`src/rtl/mlp_pkg.sv`:
```
// Shared types and arithmetic helpers for the MLP datapath.
// Holds the default widths, the layer-controller state encoding and
// the scale-and-saturate step applied to an accumulated dot product.
package mlp_pkg;

    localparam int ADDR_W    = 12;
    localparam int DATA_W    = 16;
    localparam int ACC_W     = 40;
    localparam int WADDR_W   = 16;
    localparam int FRAC_BITS = 8;

    typedef enum logic [2:0] {
        IDLE,
        FETCH,
        DRAIN,
        WRITE,
        DONE
    } layer_state_t;

    // Bounds of a DATA_W signed value, expressed at accumulator width.
    localparam logic signed [ACC_W-1:0] SAT_MAX =
        {{(ACC_W-DATA_W+1){1'b0}}, {(DATA_W-1){1'b1}}};
    localparam logic signed [ACC_W-1:0] SAT_MIN =
        {{(ACC_W-DATA_W+1){1'b1}}, {(DATA_W-1){1'b0}}};

    // Drop the fractional bits, then clamp into the neuron value range.
    function automatic logic signed [DATA_W-1:0] scale_sat(
        input logic signed [ACC_W-1:0] acc,
        input int                      frac_bits
    );
        logic signed [ACC_W-1:0] shifted;
        shifted = acc >>> frac_bits;
        if (shifted > SAT_MAX) begin
            scale_sat = SAT_MAX[DATA_W-1:0];
        end else if (shifted < SAT_MIN) begin
            scale_sat = SAT_MIN[DATA_W-1:0];
        end else begin
            scale_sat = shifted[DATA_W-1:0];
        end
    endfunction

endpackage

```
`src/rtl/neuron_mac.sv`:
```
// Multiply-accumulate register for one output neuron.
// clear has priority over en; the product is full precision and is
// sign-extended into a wrapping accumulator.
module neuron_mac #(
    parameter int DATA_W = mlp_pkg::DATA_W,
    parameter int ACC_W  = mlp_pkg::ACC_W
) (
    input  logic                     clk,
    input  logic                     reset,
    input  logic                     clear,
    input  logic                     en,
    input  logic signed [DATA_W-1:0] a,
    input  logic signed [DATA_W-1:0] b,
    output logic signed [ACC_W-1:0]  acc
);

    logic signed [2*DATA_W-1:0] product;

    assign product = a * b;

    // Accumulator register: clear at the start of a neuron, add while streaming.
    // NOTE: state registers use non-blocking assignments so every flop samples
    // pre-edge values, independent of block evaluation order.
    always_ff @(posedge clk or negedge reset) begin
        if (!reset) begin
            acc <= '0;
        end else if (clear) begin
            acc <= '0;
        end else if (en) begin
            acc <= acc + {{(ACC_W-2*DATA_W){product[2*DATA_W-1]}}, product};
        end
    end

endmodule

```
`src/rtl/neuron_layer_ctrl.sv`:
```
// Fully-connected layer sequencer: for each output neuron it streams the
// inputs and weights through a MAC, scales/saturates the sum and writes it
// back to neuron memory. Sole driver of the memory read and write ports.
// Optional ReLU on the written value: define NEURON_CTRL_RELU_EN.
module neuron_layer_ctrl #(
    parameter int ADDR_W    = mlp_pkg::ADDR_W,
    parameter int DATA_W    = mlp_pkg::DATA_W,
    parameter int ACC_W     = mlp_pkg::ACC_W,
    parameter int WADDR_W   = mlp_pkg::WADDR_W,
    parameter int FRAC_BITS = mlp_pkg::FRAC_BITS
) (
    input  logic                     clk,
    input  logic                     reset,
    input  logic                     start,
    input  logic [ADDR_W-1:0]        in_base,
    input  logic [ADDR_W-1:0]        in_count,
    input  logic [ADDR_W-1:0]        out_base,
    input  logic [ADDR_W-1:0]        out_count,
    input  logic [WADDR_W-1:0]       w_base,
    output logic                     busy,
    output logic                     done,
    output logic                     err,
    output logic [ADDR_W-1:0]        mem_rd_addr,
    input  logic signed [DATA_W-1:0] mem_rd_data,
    output logic                     mem_wr_en,
    output logic [ADDR_W-1:0]        mem_wr_addr,
    output logic [DATA_W-1:0]        mem_wr_data,
    output logic [WADDR_W-1:0]       w_addr,
    input  logic signed [DATA_W-1:0] w_data
);

    import mlp_pkg::*;

    localparam logic [ADDR_W:0] ADDR_SPAN = {1'b1, {ADDR_W{1'b0}}};

    layer_state_t state, state_next;

    logic [ADDR_W-1:0]        cfg_in_base, cfg_in_count, cfg_out_base, cfg_out_count;
    logic [ADDR_W-1:0]        i_cnt, j_cnt;
    logic [WADDR_W-1:0]       wptr;
    logic [ADDR_W:0]          in_end, out_end;
    logic                     cfg_bad;
    logic                     mac_clear, mac_en;
    logic signed [ACC_W-1:0]  acc;
    logic signed [DATA_W-1:0] scaled, activated;

    // Range ends carry one extra bit so a range touching the top of memory
    // is representable and overlap tests cannot wrap.
    assign in_end  = {1'b0, in_base}  + {1'b0, in_count};
    assign out_end = {1'b0, out_base} + {1'b0, out_count};
    assign cfg_bad = (in_count == '0) || (out_count == '0)
                  || (in_end > ADDR_SPAN) || (out_end > ADDR_SPAN)
                  || (({1'b0, in_base} < out_end) && ({1'b0, out_base} < in_end));

    // State register.
    always_ff @(posedge clk or negedge reset) begin
        if (!reset) begin
            state <= IDLE;
        end else begin
            state <= state_next;
        end
    end

    // Next-state logic.
    // NOTE: state_next gets a default before the case so no path leaves it
    // unassigned, which would otherwise infer a latch.
    always_comb begin
        state_next = state;
        case (state)
            IDLE:    if (start && !cfg_bad) state_next = FETCH;
            FETCH:   if (i_cnt == cfg_in_count - ADDR_W'(1)) state_next = DRAIN;
            DRAIN:   state_next = WRITE;
            WRITE:   state_next = (j_cnt == cfg_out_count - ADDR_W'(1)) ? DONE : FETCH;
            DONE:    state_next = IDLE;
            default: state_next = IDLE;
        endcase
    end

    // Configuration latch, loop counters, weight pointer and status pulses.
    always_ff @(posedge clk or negedge reset) begin
        if (!reset) begin
            cfg_in_base   <= '0;
            cfg_in_count  <= '0;
            cfg_out_base  <= '0;
            cfg_out_count <= '0;
            i_cnt         <= '0;
            j_cnt         <= '0;
            wptr          <= '0;
            busy          <= 1'b0;
            done          <= 1'b0;
            err           <= 1'b0;
        end else begin
            done <= 1'b0;
            err  <= 1'b0;
            case (state)
                IDLE: begin
                    if (start) begin
                        if (cfg_bad) begin
                            err <= 1'b1;
                        end else begin
                            cfg_in_base   <= in_base;
                            cfg_in_count  <= in_count;
                            cfg_out_base  <= out_base;
                            cfg_out_count <= out_count;
                            i_cnt         <= '0;
                            j_cnt         <= '0;
                            wptr          <= w_base;
                            busy          <= 1'b1;
                        end
                    end
                end
                FETCH: begin
                    i_cnt <= i_cnt + ADDR_W'(1);
                    // Weights are laid out neuron after neuron, so the pointer
                    // simply keeps counting across output neurons.
                    wptr  <= wptr + WADDR_W'(1);
                end
                WRITE: begin
                    i_cnt <= '0;
                    j_cnt <= j_cnt + ADDR_W'(1);
                end
                DONE: begin
                    busy <= 1'b0;
                    done <= 1'b1;
                end
                default: ;
            endcase
        end
    end

    // Read data lags the address by one cycle: the first FETCH of a neuron
    // clears, later FETCH cycles and DRAIN accumulate the previous product.
    assign mac_clear = (state == FETCH) && (i_cnt == '0);
    assign mac_en    = ((state == FETCH) && (i_cnt != '0)) || (state == DRAIN);

    neuron_mac #(
        .DATA_W (DATA_W),
        .ACC_W  (ACC_W)
    ) u_mac (
        .clk   (clk),
        .reset (reset),
        .clear (mac_clear),
        .en    (mac_en),
        .a     (mem_rd_data),
        .b     (w_data),
        .acc   (acc)
    );

    assign scaled = scale_sat(acc, FRAC_BITS);

`ifdef NEURON_CTRL_RELU_EN
    assign activated = scaled[DATA_W-1] ? '0 : scaled;
`else
    assign activated = scaled;
`endif

    // Memory-side outputs are held at zero outside the states that use them.
    assign mem_rd_addr = (state == FETCH) ? cfg_in_base + i_cnt : '0;
    assign w_addr      = (state == FETCH) ? wptr : '0;
    assign mem_wr_en   = (state == WRITE);
    assign mem_wr_addr = (state == WRITE) ? cfg_out_base + j_cnt : '0;
    assign mem_wr_data = (state == WRITE) ? activated : '0;

endmodule

```
`config.mk`:
```
export PLATFORM = sky130hd
export DESIGN_NAME = neuron_layer_ctrl
export DESIGN_NICKNAME = d
export VERILOG_FILES = /design/src/rtl/mlp_pkg.sv /design/src/rtl/neuron_mac.sv /design/src/rtl/neuron_layer_ctrl.sv
export SDC_FILE = /design/constraint.sdc
export NUM_CORES = 1
export LEC_CHECK = 0
export ABC_AREA = 1
export CELL_PAD_IN_SITES_DETAIL_PLACEMENT = 0
export CELL_PAD_IN_SITES_GLOBAL_PLACEMENT = 1
export CORE_MARGIN = 2
export CORE_UTILIZATION = 41
export CTS_CLUSTER_DIAMETER = 40
export DETAILED_ROUTE_END_ITERATION = 8
export PLACE_DENSITY = 0.81
export SETUP_SLACK_MARGIN = 0.1
export SLEW_MARGIN = 10
export SYNTH_ARGS = -nofsm -noshare
export SYNTH_HDL_FRONTEND = slang
export SYNTH_SLANG_ARGS = --single-unit
```
`constraint.sdc`:
```
create_clock -name clk -period 2.6 [get_ports clk]
set_clock_uncertainty 0.2 [all_clocks]
set_input_delay 0.52 -clock clk [delete_from_list [all_inputs] [get_ports clk]]
set_output_delay 0.52 -clock clk [all_outputs]
set_load 0.05 [all_outputs]
```
==> flow_metrics.tcl <==
set metrics [dict create \
    r2r_end "u_mac.acc[26]$_DFFE_PN0P_" \
    dp.final_hpwl_um 59300 \
    rows 86 \
    synth_cell_types 51 \
    grt_max_degree 46 \
    grt_pass1_vias 25600 \
    setup_tns_ns -213.60 \
    min-delay-start "out_count[2]" \
    initial_core_util 0.415 \
    syn-num-nets 3789 \
    syn_avg_cell_area_sq_um 7.08 \
    worstMarginPinSlew_ns 0.605 \
    synthesis.area_sq_um 22800 \
    cp_max_fo 6 \
    drc 0 \
    max_stage_delay_ns 0.53 \
    drt_iter0_markers 1466 \
    io_pins 159 \
    area_delta_synth_final_pct 61.6 \
    clock_latency_ns 0.46 \
    design_area_sq_um 36900 \
    cts_tree "done" \
    slowest_stage "fa_1" \
    vias_per_cell 5.07 \
    h-tree-depth 4 \
    ys_warn_count 0 \
    io_buffers 158 \
    outcome "finished, violations left" \
    cpMostUsedCell "fa_1" \
    synthDominantCellAreaShare 0.234 \
    antenna_found_initial 2 \
    overflow 0 \
    clockBufferDepth 2 \
    hold_depth 4 \
    arrival_ns 7.22 \
    rrSetupSlack_ns -0.12 \
    ant_nets 0 \
    preCtsSetupSlack_ns -5.57 \
    final_max_slew_viol_count 0 \
    yosysMostFrequentCell "nand2_1" \
    worstSetupEndpointType "register" \
    die_h_um 240 \
    cp.required_ns 2.72 \
    fin_crit_ns 7.10 \
    crit_path_start_kind "input port" \
    synthArstFlopShare 1.00 \
    final_layout_size_suffix_gt1_frac 0.418 \
    routabilityCongestion 0.937 \
    worstHoldEndpoint "cfg_out_count[2]$_DFFE_PN0P_" \
    cts_buffers 17 \
    grt_use_total 0.284 \
    cap_violations 0 \
    crit_start "w_data[6]" \
    grt_first_pass_wirelength_um 129000 \
    n_fill_cell 4353 \
    fp.dieArea_sq_um 57600 \
    fmax_mhz 141 \
    ys.flop_type "dfrtp_1" \
    r2r-start "u_mac.acc[0]$_DFFE_PN0P_" \
    synth-seq-cells 134 \
    setup_viol 173 \
    synth_edf_count 0 \
    setup_slack_ns -4.50 \
    rsz0062_at_grt "yes" \
    critPathKind "in -> reg" \
    num_vias 24200 \
    failed_checks "setup timing" \
    clock-root-buffer "clkbuf_16" \
    ff2ff_path_depth 12 \
    worst_hold_path_type "in -> reg" \
    fin_hold_ws_ns 0.242 \
    synthTopCellsByArea "fa_1 23%, dfrtp_1 15%, nand2_1 13%, inv_1 12%, ha_1 11%" \
    path_clk_slew_ns 0.06 \
    slew_headroom 0.595 \
    syn_inst 3226 \
    fin_crit_sh 2.73 \
    wirelength_um 80300 \
    wl_per_cell_um 16.8 \
    hold_viol 0 \
    synth-seq-area-share 0.147 \
    die_x_um 240 \
    fp.coreArea_sq_um 55100 \
    yosys.area.top_type "fa_1" \
    firstDrtPassIters 5 \
    ys_top_cells_by_count "768 x nand2_1, 750 x inv_1, 267 x fa_1, 217 x nor2_1, 197 x ha_1" \
    final_net_count 4572 \
    place_area_sq_um 31700 \
    cts.sinks 134 \
]
## registers in the layout, summed over array words and instances (netlist names)
| name | count |
|---|---|
| u_mac.acc | 40 |
| cfg_out_base | 12 |
| cfg_in_count | 12 |
| err | 1 |
| wptr | 16 |
| cfg_in_base | 12 |
| busy | 1 |
| j_cnt | 12 |
| state | 3 |
| cfg_out_count | 12 |
| done | 1 |
| i_cnt | 12 |
## repair_timing
item | CTS | global route
setup buffers | 127 | 27
endpoints found under the setup margin | 186 | 188
pin swaps | 307 | 125
hold buffers | 1 | 0
cloned | 22 | 0
endpoints found under the hold margin | 22 | 0
gates resized for setup | 796 | 264
## cells in the final DEF (no fill, tap or decap), types with 55 or more instances in the layout
cell	count
o21ai_1	79
xor2_1	55
nand2_2	107
inv_2	132
nor2_1	132
fa_1	234
o21ai_2	59
ha_4	110
buf_4	555
ha_1	80
a21oi_2	66
buf_6	98
dfrtp_1	129
nand3_1	84
nand2_1	626
inv_1	623
a21oi_1	63
buf_12	94
## how the worst max path moves through the flow
stage	to	cells after the start	slack (ns)
after global placement	u_mac.acc[35]$_DFFE_PN0P_	32	-5.54
final	u_mac.acc[39]$_DFFE_PN0P_	35	-4.50
after global routing	u_mac.acc[39]$_DFFE_PN0P_	36	-4.79
after CTS	u_mac.acc[37]$_DFFE_PN0P_	35	-4.40
after floorplan	u_mac.acc[39]$_DFFE_PN0P_	36	-4.43
after detailed placement	u_mac.acc[35]$_DFFE_PN0P_	32	-5.57
## cell families (layout without fill, tap and decap cells)
family | count (synthesis) | in the layout | synth area share
XOR/XNOR | 99 | 99 | 0.0380
AND/OR/NAND/NOR | 1249 | 1250 | 0.227
adder cells (fa/ha/maj) | 464 | 464 | 0.342
flip-flops | 134 | 134 | 0.147
buffers and inverters | 858 | 1653 | 0.144
AO/OA/AOI/OAI | 422 | 422 | 0.103
other | 0 | 1 | 0
## routing by layer
metal / share of wire / wire length [um] / global-route usage / up-vias
met5: 0.00016 / 13 / 0 / -
met1: 0.40 / 32100 / 0.348 / 11900
li1: - / - / - / 11500
met3: 0.050 / 4000 / 0.0406 / 204
met4: 0.033 / 2680 / 0.0947 / 2
met2: 0.52 / 41500 / 0.510 / 671
## through the flow
step           cells   util
3_5_place_dp    4566  0.575
5_1_grt         4771  0.670
4_1_cts         4746  0.649
2_1_floorplan   3226      -
6_report        4771  0.670
3_3_place_gp    4566  0.575
## critical path, delay by kind of cell
family / cells / cell delay, ns
buf+inv: 8 / 0.63
xor+xnor: 2 / 0.33
simple gates: 10 / 1.09
compound gates: 7 / 0.97
fa+ha+maj: 8 / 3.67
## final cells by class
class / instances / area (sq um) / area share
clock inverter: 15 / 170 / 0.00461
clock buffer: 17 / 425 / 0.0115
tap: 748 / 936 / 0.0254
timing repair buffer: 860 / 8560 / 0.232
multi-input combinational: 2235 / 20600 / 0.558
antenna: 1 / 2.50 / 0.0000678
inverter: 761 / 2870 / 0.0779
sequential: 134 / 3360 / 0.0910
Power is left out: the tool's default activity adds up to more than one toggle a clock period on the data nets, which glitch-free logic cannot reach.
